### config.mk
export PLATFORM = sky130hd
export DESIGN_NAME = stream_frame_mux
export DESIGN_NICKNAME = d
export VERILOG_FILES = /design/src/rtl/stream_frame_mux.sv
export SDC_FILE = /design/constraint.sdc
export NUM_CORES = 1
export LEC_CHECK = 0
export CAP_MARGIN = 30
export CORE_AREA = 2 2 65 67
export CTS_CLUSTER_DIAMETER = 40
export CTS_CLUSTER_SIZE = 16
export DETAILED_ROUTE_END_ITERATION = 7
export DIE_AREA = 0 0 67 69
export GPL_ROUTABILITY_DRIVEN = 0
export HOLD_SLACK_MARGIN = 0.15
export PLACE_DENSITY_LB_ADDON = 0.25
export SYNTH_ARGS = -nofsm -noshare
export SYNTH_HDL_FRONTEND = slang
export SYNTH_SLANG_ARGS = --single-unit
### constraint.sdc
create_clock -name clk -period 4.05 [get_ports clk]
set_input_delay 1.215 -clock clk [delete_from_list [all_inputs] [get_ports clk]]
set_output_delay 1.215 -clock clk [all_outputs]
set_load 0.005 [all_outputs]
### src/rtl/stream_frame_mux.sv
// Frame-aware Avalon-ST multiplexer: forwards one of NUM_CH streams and switches only on packet boundaries.
// Optional frame counter enabled with `define STREAM_MUX_FRAME_COUNT_EN.
module stream_frame_mux #(
    parameter int unsigned NUM_CH = 4,
    parameter int unsigned DATA_W = 12,
    parameter int unsigned SEL_W  = $clog2(NUM_CH)
) (
    input  logic                     clk,
    input  logic                     reset,
    input  logic [SEL_W-1:0]         sel,
    input  logic [NUM_CH*DATA_W-1:0] data_in,
    input  logic [NUM_CH-1:0]        sop_in,
    input  logic [NUM_CH-1:0]        eop_in,
    input  logic [NUM_CH-1:0]        valid_in,
    output logic [NUM_CH-1:0]        ready_out,
    input  logic                     ready_in,
    output logic [DATA_W-1:0]        data_out,
    output logic                     sop_out,
    output logic                     eop_out,
    output logic                     valid_out,
    output logic [SEL_W-1:0]         active_ch,
    output logic                     switch_pending,
    output logic [15:0]              frame_count
);

    typedef enum logic {
        WAIT_SOP,
        IN_PKT
    } state_t;

    state_t             state;
    logic               a_valid;
    logic               a_sop;
    logic               a_eop;
    logic [DATA_W-1:0]  a_data;
    logic               a_ready;
    logic               a_acc;
    logic               a_load;
    logic               sel_ok;

    // Active-channel selection; idle channels are always drained to stay in lockstep.
    always_comb begin
        a_valid   = 1'b0;
        a_sop     = 1'b0;
        a_eop     = 1'b0;
        a_data    = '0;
        ready_out = '0;
        a_ready   = !valid_out || ready_in;
        for (int k = 0; k < int'(NUM_CH); k++) begin
            if (SEL_W'(k) == active_ch) begin
                a_valid = valid_in[k];
                a_sop   = sop_in[k];
                a_eop   = eop_in[k];
                a_data  = data_in[k*DATA_W +: DATA_W];
            end
            ready_out[k] = !reset && ((SEL_W'(k) == active_ch) ? a_ready : 1'b1);
        end
    end

    assign a_acc  = a_valid && a_ready;
    assign a_load = a_acc && ((state == IN_PKT) || a_sop);
    assign sel_ok = 32'(sel) < NUM_CH;

    // Output register, framing FSM and boundary-aligned channel switch.
    always_ff @(posedge clk or posedge reset) begin
        if (reset) begin
            state          <= WAIT_SOP;
            valid_out      <= 1'b0;
            sop_out        <= 1'b0;
            eop_out        <= 1'b0;
            data_out       <= '0;
            active_ch      <= '0;
            switch_pending <= 1'b0;
        end else begin
            if (a_load) begin
                valid_out <= 1'b1;
                sop_out   <= a_sop;
                eop_out   <= a_eop;
                data_out  <= a_data;
            end else if (ready_in) begin
                valid_out <= 1'b0;
            end

            case (state)
                WAIT_SOP: begin
                    if (a_acc && a_sop && !a_eop) begin
                        state          <= IN_PKT;
                        switch_pending <= sel_ok && (sel != active_ch);
                    end else begin
                        switch_pending <= 1'b0;
                        if (sel_ok) active_ch <= sel;
                    end
                end
                IN_PKT: begin
                    if (a_acc && a_eop) begin
                        state          <= WAIT_SOP;
                        switch_pending <= 1'b0;
                        if (sel_ok) active_ch <= sel;
                    end else begin
                        switch_pending <= sel_ok && (sel != active_ch);
                    end
                end
                default: state <= WAIT_SOP;
            endcase
        end
    end

`ifdef STREAM_MUX_FRAME_COUNT_EN
    logic [15:0] frame_cnt;

    // Counts frames as their eop beat leaves the output register.
    always_ff @(posedge clk or posedge reset) begin
        if (reset) begin
            frame_cnt <= '0;
        end else if (valid_out && ready_in && eop_out) begin
            frame_cnt <= frame_cnt + 16'd1;
        end
    end

    assign frame_count = frame_cnt;
`else
    assign frame_count = '0;
`endif

endmodule
==> impl_metrics.prom, run 1 <==
# TYPE chip_impl_metric gauge
chip_impl_metric{name="power_switching",unit="mW"} 0.472
chip_impl_metric{name="num_antenna_cells",unit=""} 0
chip_impl_metric{name="worstPathMaxFanout",unit=""} 4
chip_impl_info{name="crit_path_top_delay_cell",value="clkdlybuf4s50_1"} 1
chip_impl_metric{name="synthAdderAreaFrac",unit=""} 0
chip_impl_metric{name="power.density",unit="mW/mm^2"} 608
chip_impl_info{name="min_from",value="sop_out"} 1
chip_impl_metric{name="rows",unit=""} 23
chip_impl_metric{name="cts.clk_slew.worst_paths",unit="ns"} 0.07
chip_impl_metric{name="die_w",unit="um"} 67
chip_impl_metric{name="worstPathRequired",unit="ns"} 2.83
chip_impl_metric{name="yosys.cell_types.count",unit=""} 33
chip_impl_metric{name="cts.sink_count",unit=""} 19
chip_impl_metric{name="routed_wire_length_per_instance",unit="um"} 16.4
chip_impl_metric{name="final-setup-viol-count",unit=""} 0
chip_impl_metric{name="initial_utilization",unit=""} 0.369
chip_impl_metric{name="cts_hold_repair.buffers",unit=""} 0
chip_impl_metric{name="fillCellCount",unit=""} 340
chip_impl_metric{name="die_y",unit="um"} 69
chip_impl_metric{name="vias",unit=""} 1173
chip_impl_metric{name="yosys_register_bits",unit=""} 19
chip_impl_metric{name="timing.critical_path.slowest_cell_delay",unit="ns"} 0.54
chip_impl_metric{name="detailedRoute.firstPassIterationCount",unit=""} 4
chip_impl_metric{name="cp_data_arrival_time",unit="ns"} 2.68
chip_impl_metric{name="seq_area_frac_synth",unit=""} 0.329
chip_impl_metric{name="detailed_place_hpwl",unit="um"} 3150
chip_impl_metric{name="antenna_found_initial",unit=""} 0
chip_impl_metric{name="power.switching_fraction",unit=""} 0.335
chip_impl_metric{name="htreeDepth",unit=""} 1
chip_impl_metric{name="drt_first_iter_violations",unit=""} 31
chip_impl_metric{name="worstPathBufferInverterCount",unit=""} 2
chip_impl_metric{name="max_cap_violations",unit=""} 0
chip_impl_metric{name="pin_count",unit=""} 103
chip_impl_metric{name="drt_drc_violations_left",unit=""} 0
chip_impl_info{name="worstHoldPathType",value="register to register"} 1
chip_impl_info{name="cpMostUsedCell",value="clkdlybuf4s50_1"} 1
chip_impl_info{name="most_frequent_cells_in_the_layout",value="clkdlybuf4s50_1 (86), dfrtp_1 (19), conb_1 (16), mux4_1 (13), mux2_4 (11)"} 1
chip_impl_metric{name="cts_repair_resize_count",unit=""} 0
chip_impl_info{name="timing.setup.critical_path_class",value="input pin to output port"} 1
chip_impl_metric{name="p_int",unit="mW"} 0.935
chip_impl_metric{name="maxSlewHeadroom",unit=""} 0.500
chip_impl_metric{name="largest_vdd_supply_drop",unit="mV"} 0.275
chip_impl_metric{name="leakage",unit="nW"} 0.978
chip_impl_info{name="setup_repair_after_global_routing_missed_its_margin",value="no"} 1
chip_impl_metric{name="grt_overflow",unit=""} 0
chip_impl_metric{name="groute.usage.overall",unit=""} 0.160
chip_impl_metric{name="core_region_area",unit="sq mm"} 0.00391
chip_impl_metric{name="yosys.area_share.simple",unit=""} 0.0641
chip_impl_metric{name="cts_inserted_buffers",unit=""} 3
chip_impl_metric{name="post_route_cells_drive_above_1_share",unit=""} 0.149
chip_impl_info{name="critical_path.reg2reg.startpoint",value="active_ch[0]"} 1
chip_impl_info{name="clockRootBuffer",value="clkbuf_8"} 1
chip_impl_metric{name="detail-route-antenna-nets",unit=""} 0
chip_impl_metric{name="dpl_cell_area",unit="sq mm"} 0.00227
chip_impl_metric{name="pin_count_of_the_biggest_net_entering_global_routing",unit=""} 20
chip_impl_metric{name="final_util",unit=""} 0.591
chip_impl_metric{name="seq_power_share",unit=""} 0.267
chip_impl_metric{name="layout_min_cycle_time",unit="ns"} 3.90
chip_impl_metric{name="clock_insertion_delay_worst_skew",unit="ns"} 0.25
chip_impl_metric{name="area_delta_synth_final",unit="%"} 60.3
chip_impl_info{name="tritoncts",value="yes"} 1
chip_impl_info{name="startpoint",value="ready_in"} 1
chip_impl_metric{name="fin_skew",unit="ns"} 0.00474
chip_impl_info{name="status",value="finished clean"} 1
chip_impl_metric{name="clock.fmax",unit="MHz"} 257
chip_impl_metric{name="timing.setup.tns",unit="ns"} 0
chip_impl_metric{name="netlist_instances",unit=""} 102
chip_impl_metric{name="netlist_area",unit="sq mm"} 0.00144
chip_impl_metric{name="post_synth_mux_area_share",unit=""} 0.404
chip_impl_metric{name="grt_pass1_wl",unit="um"} 5750
chip_impl_metric{name="count_of_input_and_output_buffers",unit=""} 86
chip_impl_metric{name="drt-vias-per-instance",unit=""} 4.93
chip_impl_info{name="timing.critical_path.max_delay_family",value="buffers and inverters"} 1
chip_impl_metric{name="number_of_slew_limit_violations_in_the_final_report",unit=""} 0
chip_impl_metric{name="clock_path_buffers",unit=""} 2
chip_impl_metric{name="hold_viol_final",unit=""} 0
chip_impl_metric{name="post-cts-setup-buffer-count",unit=""} 0
chip_impl_metric{name="combinationalPowerShare",unit=""} 0.641
chip_impl_metric{name="synth_compound_area_frac",unit=""} 0.0581
chip_impl_metric{name="total_number_of_nets_in_the_final_design",unit=""} 254
chip_impl_info{name="combinational_family_with_the_most_area_after_synthesis",value="multiplexers"} 1
chip_impl_info{name="layout_commonest_cell",value="clkdlybuf4s50_1"} 1
chip_impl_metric{name="yosysWarningCount",unit=""} 0
chip_impl_metric{name="layout.cell_area.non_filler",unit="sq mm"} 0.00231
chip_impl_metric{name="synth.avg_cell_area",unit="sq um"} 14.2
chip_impl_metric{name="synth_xor_area_frac",unit=""} 0.0121
chip_impl_metric{name="clockPowerShare",unit=""} 0.092
chip_impl_info{name="path_cells",value="clkdlybuf4s50_1, and2b_1, a31oi_1, clkdlybuf4s50_1"} 1
chip_impl_metric{name="first_global_vias",unit=""} 1192
chip_impl_info{name="crit_path_end_kind",value="output port"} 1
chip_impl_metric{name="tightestPinTransition",unit="ns"} 0.749
chip_impl_metric{name="die-area",unit="sq mm"} 0.00462
chip_impl_info{name="worst_setup_path_start_kind",value="input pin"} 1
chip_impl_metric{name="route.final.wire_length",unit="um"} 3910
chip_impl_metric{name="timing.reg2reg.setup_slack",unit="ns"} 1.69
chip_impl_metric{name="finalCritPeriodShare",unit=""} 0.962
-- routing by layer --
metal,vias to the layer above,share of wire,track usage
met4,0,0.024,0.0544
met3,7,0.090,0.0212
met1,564,0.34,0.169
met5,-,0,0
met2,65,0.54,0.310
li1,537,-,-
-- kinds of logic (layout without fill, tap and decap cells) --
| logic type | count (synthesis) | after routing |
|---|---|---|
| AO/OA/AOI/OAI | 13 | 13 |
| multiplexers | 30 | 30 |
| AND/OR/NAND/NOR | 12 | 12 |
| buffers and inverters | 25 | 96 |
| other | 1 | 16 |
| flip-flops | 19 | 19 |
| XOR/XNOR | 2 | 2 |
-- flip-flops by register name (all words and copies together), names as in the netlist --
name,count
active_ch,2
data_out,12
eop_out,1
sop_out,1
state,1
switch_pending,1
valid_out,1
-- worst paths after layout --
kind | endpoint | cells after the start
setup / recovery | ready_out[3] | 4
hold / removal | sop_out | 1
setup reg to reg | active_ch[1] | 5
hold reg to reg | sop_out | 1
max in group asynchronous | data_out[11] | 2
min in group asynchronous | valid_out | 2
-- cells in the mapped netlist (all sizes together) --
cell / number / area share
buf: 20 / 0.11
dfrtp: 19 / 0.33
mux2: 14 / 0.14
mux4: 14 / 0.25
nor2: 5 / 0.025
inv: 4 / 0.012
nor3: 4 / 0.025
o21ai: 4 / 0.016
a21oi: 3 / 0.010
a31oi: 2 / 0.0087
mux2i: 2 / 0.014
xnor2: 2 / 0.012
a211oi: 1 / 0.0052
a21o: 1 / 0.0052
a32o: 1 / 0.0069
and2: 1 / 0.0043
and2b: 1 / 0.0052
clkbuf: 1 / 0.0095
conb: 1 / 0.0026
nand2b: 1 / 0.0043
o21a: 1 / 0.0052
-- power groups by stage --
stage	logic [mW]	registers, mW	clock network (mW)
floorplan	0.608	0.367	0
global placement	0.890	0.374	0
detailed placement	0.909	0.379	0
CTS	0.916	0.376	0.135
global route	0.960	0.390	0.143
finish	0.902	0.376	0.129
-- worst reg2reg max path, delay by kind of cell (launching register included) --
family | cells | cell delay [ns]
multiplexers | 2 | 0.90
flip-flops | 1 | 0.62
AO/OA/AOI/OAI | 2 | 0.38
buffers and inverters | 1 | 0.35
-- stage by stage --
step	total power, mW	worst slack [ns]	hold slack, ns	std cells
5_1_grt	1.49	0.103	0.521	238
3_5_place_dp	1.29	0.153	0.485	234
2_1_floorplan	0.975	1.20	0.474	117
4_1_cts	1.43	0.148	0.503	238
6_report	1.41	0.153	0.493	238
3_3_place_gp	1.26	0.208	0.488	234
-- final cells by class --
| cell class | instances | area [sq um] | share of cell area |
|---|---|---|---|
| Clock buffer | 3 | 41.3 | 0.0178 |
| Sequential cell | 19 | 475 | 0.205 |
| Timing Repair Buffer | 88 | 876 | 0.378 |
| Clock inverter | 1 | 5.00 | 0.00216 |
| Multi-Input combinational cell | 73 | 837 | 0.362 |
| Inverter | 4 | 17.5 | 0.00757 |
| Tap cell | 50 | 62.6 | 0.0270 |
No activity file was read; power rests on OpenSTA's default activity.
==> run 2: changes to the inputs <==
--- a/config.mk
+++ b/config.mk
@@ -8,12 +8,13 @@
 export CAP_MARGIN = 30
 export CORE_AREA = 2 2 65 67
 export CTS_CLUSTER_DIAMETER = 40
-export CTS_CLUSTER_SIZE = 16
+export CTS_CLUSTER_SIZE = 40
 export DETAILED_ROUTE_END_ITERATION = 7
 export DIE_AREA = 0 0 67 69
 export GPL_ROUTABILITY_DRIVEN = 0
 export HOLD_SLACK_MARGIN = 0.15
 export PLACE_DENSITY_LB_ADDON = 0.25
+export REMOVE_ABC_BUFFERS = 1
 export SYNTH_ARGS = -nofsm -noshare
 export SYNTH_HDL_FRONTEND = slang
 export SYNTH_SLANG_ARGS = --single-unit
==> impl_metrics.prom, run 2 (synthesis gave the netlist of run 1 again) <==
# TYPE chip_impl_metric gauge
chip_impl_info{name="status",value="finished clean"} 1
chip_impl_info{name="setup_repair_after_global_routing_missed_its_margin",value="no"} 1
chip_impl_info{name="crit_path_end_kind",value="output port"} 1
chip_impl_metric{name="count_of_input_and_output_buffers",unit=""} 86
chip_impl_metric{name="clock_insertion_delay_worst_skew",unit="ns"} 0.25
chip_impl_metric{name="worstPathMaxFanout",unit=""} 4
chip_impl_info{name="cpMostUsedCell",value="clkdlybuf4s50_1"} 1
chip_impl_info{name="worstHoldPathType",value="register to register"} 1
chip_impl_metric{name="grt_overflow",unit=""} 0
chip_impl_metric{name="power.density",unit="mW/mm^2"} 606
chip_impl_metric{name="antenna_found_initial",unit=""} 0
chip_impl_metric{name="fin_skew",unit="ns"} 0.00105
chip_impl_info{name="worst_setup_path_start_kind",value="input pin"} 1
chip_impl_metric{name="detailedRoute.firstPassIterationCount",unit=""} 6
chip_impl_metric{name="cp_data_arrival_time",unit="ns"} 2.69
chip_impl_metric{name="grt_pass1_wl",unit="um"} 5770
chip_impl_metric{name="timing.critical_path.slowest_cell_delay",unit="ns"} 0.54
chip_impl_metric{name="fillCellCount",unit=""} 337
chip_impl_metric{name="final-setup-viol-count",unit=""} 0
chip_impl_metric{name="number_of_slew_limit_violations_in_the_final_report",unit=""} 0
chip_impl_metric{name="maxSlewHeadroom",unit=""} 0.511
chip_impl_metric{name="largest_reg_flops",unit=""} 12
chip_impl_metric{name="pin_count",unit=""} 103
chip_impl_info{name="biggestRegsByFlops",value="data_out: 12 flops, active_ch: 2 flops"} 1
chip_impl_metric{name="tightestPinTransition",unit="ns"} 0.733
chip_impl_metric{name="leakage",unit="nW"} 0.978
chip_impl_metric{name="total_number_of_nets_in_the_final_design",unit=""} 254
chip_impl_metric{name="detailed_place_hpwl",unit="um"} 2910
chip_impl_info{name="crit_path_top_delay_cell",value="clkdlybuf4s50_1"} 1
chip_impl_metric{name="timing.setup.tns",unit="ns"} 0
chip_impl_info{name="tritoncts",value="yes"} 1
chip_impl_metric{name="cts.clk_slew.worst_paths",unit="ns"} 0.07
chip_impl_info{name="clockRootBuffer",value="clkbuf_8"} 1
chip_impl_info{name="top_usage_layer",value="met2"} 1
chip_impl_metric{name="cts_repair_resize_count",unit=""} 0
chip_impl_metric{name="p_total",unit="mW"} 1.40
chip_impl_metric{name="core_region_area",unit="sq mm"} 0.00391
chip_impl_info{name="timing.critical_path.max_delay_family",value="buffers and inverters"} 1
chip_impl_metric{name="largest_vdd_supply_drop",unit="mV"} 0.279
chip_impl_metric{name="initial_utilization",unit=""} 0.369
chip_impl_metric{name="drt-vias-per-instance",unit=""} 4.77
chip_impl_info{name="timing.setup.critical_path_class",value="input pin to output port"} 1
chip_impl_metric{name="max_cap_violations",unit=""} 0
chip_impl_metric{name="worstPathBufferInverterCount",unit=""} 2
chip_impl_metric{name="layout.cell_area.non_filler",unit="sq mm"} 0.00231
chip_impl_metric{name="drt_drc_violations_left",unit=""} 0
chip_impl_metric{name="die-area",unit="sq mm"} 0.00462
chip_impl_metric{name="finalCritPeriodShare",unit=""} 0.963
chip_impl_info{name="most_frequent_cells_in_the_layout",value="clkdlybuf4s50_1 (86), dfrtp_1 (19), conb_1 (16), mux4_1 (13), mux2_4 (11)"} 1
chip_impl_metric{name="grt.met2_usage",unit=""} 0.303
chip_impl_metric{name="htreeDepth",unit=""} 1
chip_impl_metric{name="clock.fmax",unit="MHz"} 256
chip_impl_metric{name="groute.usage.overall",unit=""} 0.161
chip_impl_info{name="path_cells",value="clkdlybuf4s50_1, and2b_1, a31oi_1, clkdlybuf4s50_1"} 1
chip_impl_metric{name="routed_wire_length_per_instance",unit="um"} 15.2
chip_impl_metric{name="rows",unit=""} 23
chip_impl_metric{name="cts_inserted_buffers",unit=""} 3
chip_impl_metric{name="num_antenna_cells",unit=""} 0
chip_impl_metric{name="route.final.wire_length",unit="um"} 3610
chip_impl_metric{name="post_route_cells_drive_above_1_share",unit=""} 0.149
chip_impl_metric{name="vias",unit=""} 1136
chip_impl_metric{name="cts.sink_count",unit=""} 19
chip_impl_metric{name="detail-route-antenna-nets",unit=""} 0
chip_impl_metric{name="die_y",unit="um"} 69
chip_impl_metric{name="worstPathRequired",unit="ns"} 2.83
chip_impl_info{name="layout_commonest_cell",value="clkdlybuf4s50_1"} 1
chip_impl_metric{name="area_delta_synth_final",unit="%"} 60.3
chip_impl_metric{name="die_w",unit="um"} 67
chip_impl_metric{name="grt.met1_usage",unit=""} 0.169
chip_impl_metric{name="clock_path_buffers",unit=""} 2
chip_impl_metric{name="dpl_cell_area",unit="sq mm"} 0.00227
chip_impl_info{name="largest_register",value="data_out"} 1
chip_impl_metric{name="grtUsageMet3",unit=""} 0.0457
chip_impl_metric{name="drt_first_iter_violations",unit=""} 32
chip_impl_metric{name="hold_viol_final",unit=""} 0
chip_impl_metric{name="pin_count_of_the_biggest_net_entering_global_routing",unit=""} 20
chip_impl_metric{name="post-cts-setup-buffer-count",unit=""} 0
chip_impl_metric{name="layout_min_cycle_time",unit="ns"} 3.90
chip_impl_metric{name="first_global_vias",unit=""} 1241
chip_impl_metric{name="cts_hold_repair.buffers",unit=""} 0
## run 2: cell counts in the layout (fill, tap and decap cells not counted)
Identical to the previous run, type by type.
## run 2: layer usage
metal	part of all wire	vias to the layer above
li1	-	535
met5	0	-
met3	0.12	2
met4	0.0066	0
met1	0.36	530
met2	0.52	69
## run 2: worst paths after layout
| check | from | endpoint | slack (ns) | cells after the start |
|---|---|---|---|---|
| max | ready_in | ready_out[1] | 0.15 | 4 |
| min | data_out[11] | data_out[11] | 0.52 | 1 |
| max reg2reg | active_ch[1] | data_out[7] | 1.65 | 6 |
| min reg2reg | data_out[11] | data_out[11] | 0.52 | 1 |
| max in group asynchronous | reset | data_out[2] | 2.07 | 2 |
| min in group asynchronous | reset | sop_out | 1.52 | 2 |
## run 2: per-stage QoR
stage / setup slack (ns) / cells / hold WS, ns / utilization
after floorplan: 1.20 / 96 / 0.474 / -
after global routing: 0.107 / 238 / 0.530 / 0.591
after detailed placement: 0.168 / 234 / 0.492 / 0.580
after CTS: 0.162 / 238 / 0.515 / 0.591
final: 0.149 / 238 / 0.515 / 0.591
after global placement: 0.225 / 234 / 0.489 / 0.580
## run 2: area by class of cell
class | count | area, sq um | area share
Sequential cell | 19 | 475 | 0.205
Timing Repair Buffer | 88 | 876 | 0.378
Multi-Input combinational cell | 73 | 837 | 0.362
Inverter | 4 | 17.5 | 0.00757
Clock inverter | 1 | 5.00 | 0.00216
Clock buffer | 3 | 41.3 | 0.0178
Tap cell | 50 | 62.6 | 0.0270
## run 2: power breakdown
group,leakage [nW],internal [mW],switching (mW)
combinational,0.729,0.575,0.322
clock,0.0255,0.0681,0.0583
sequential,0.224,0.293,0.0863
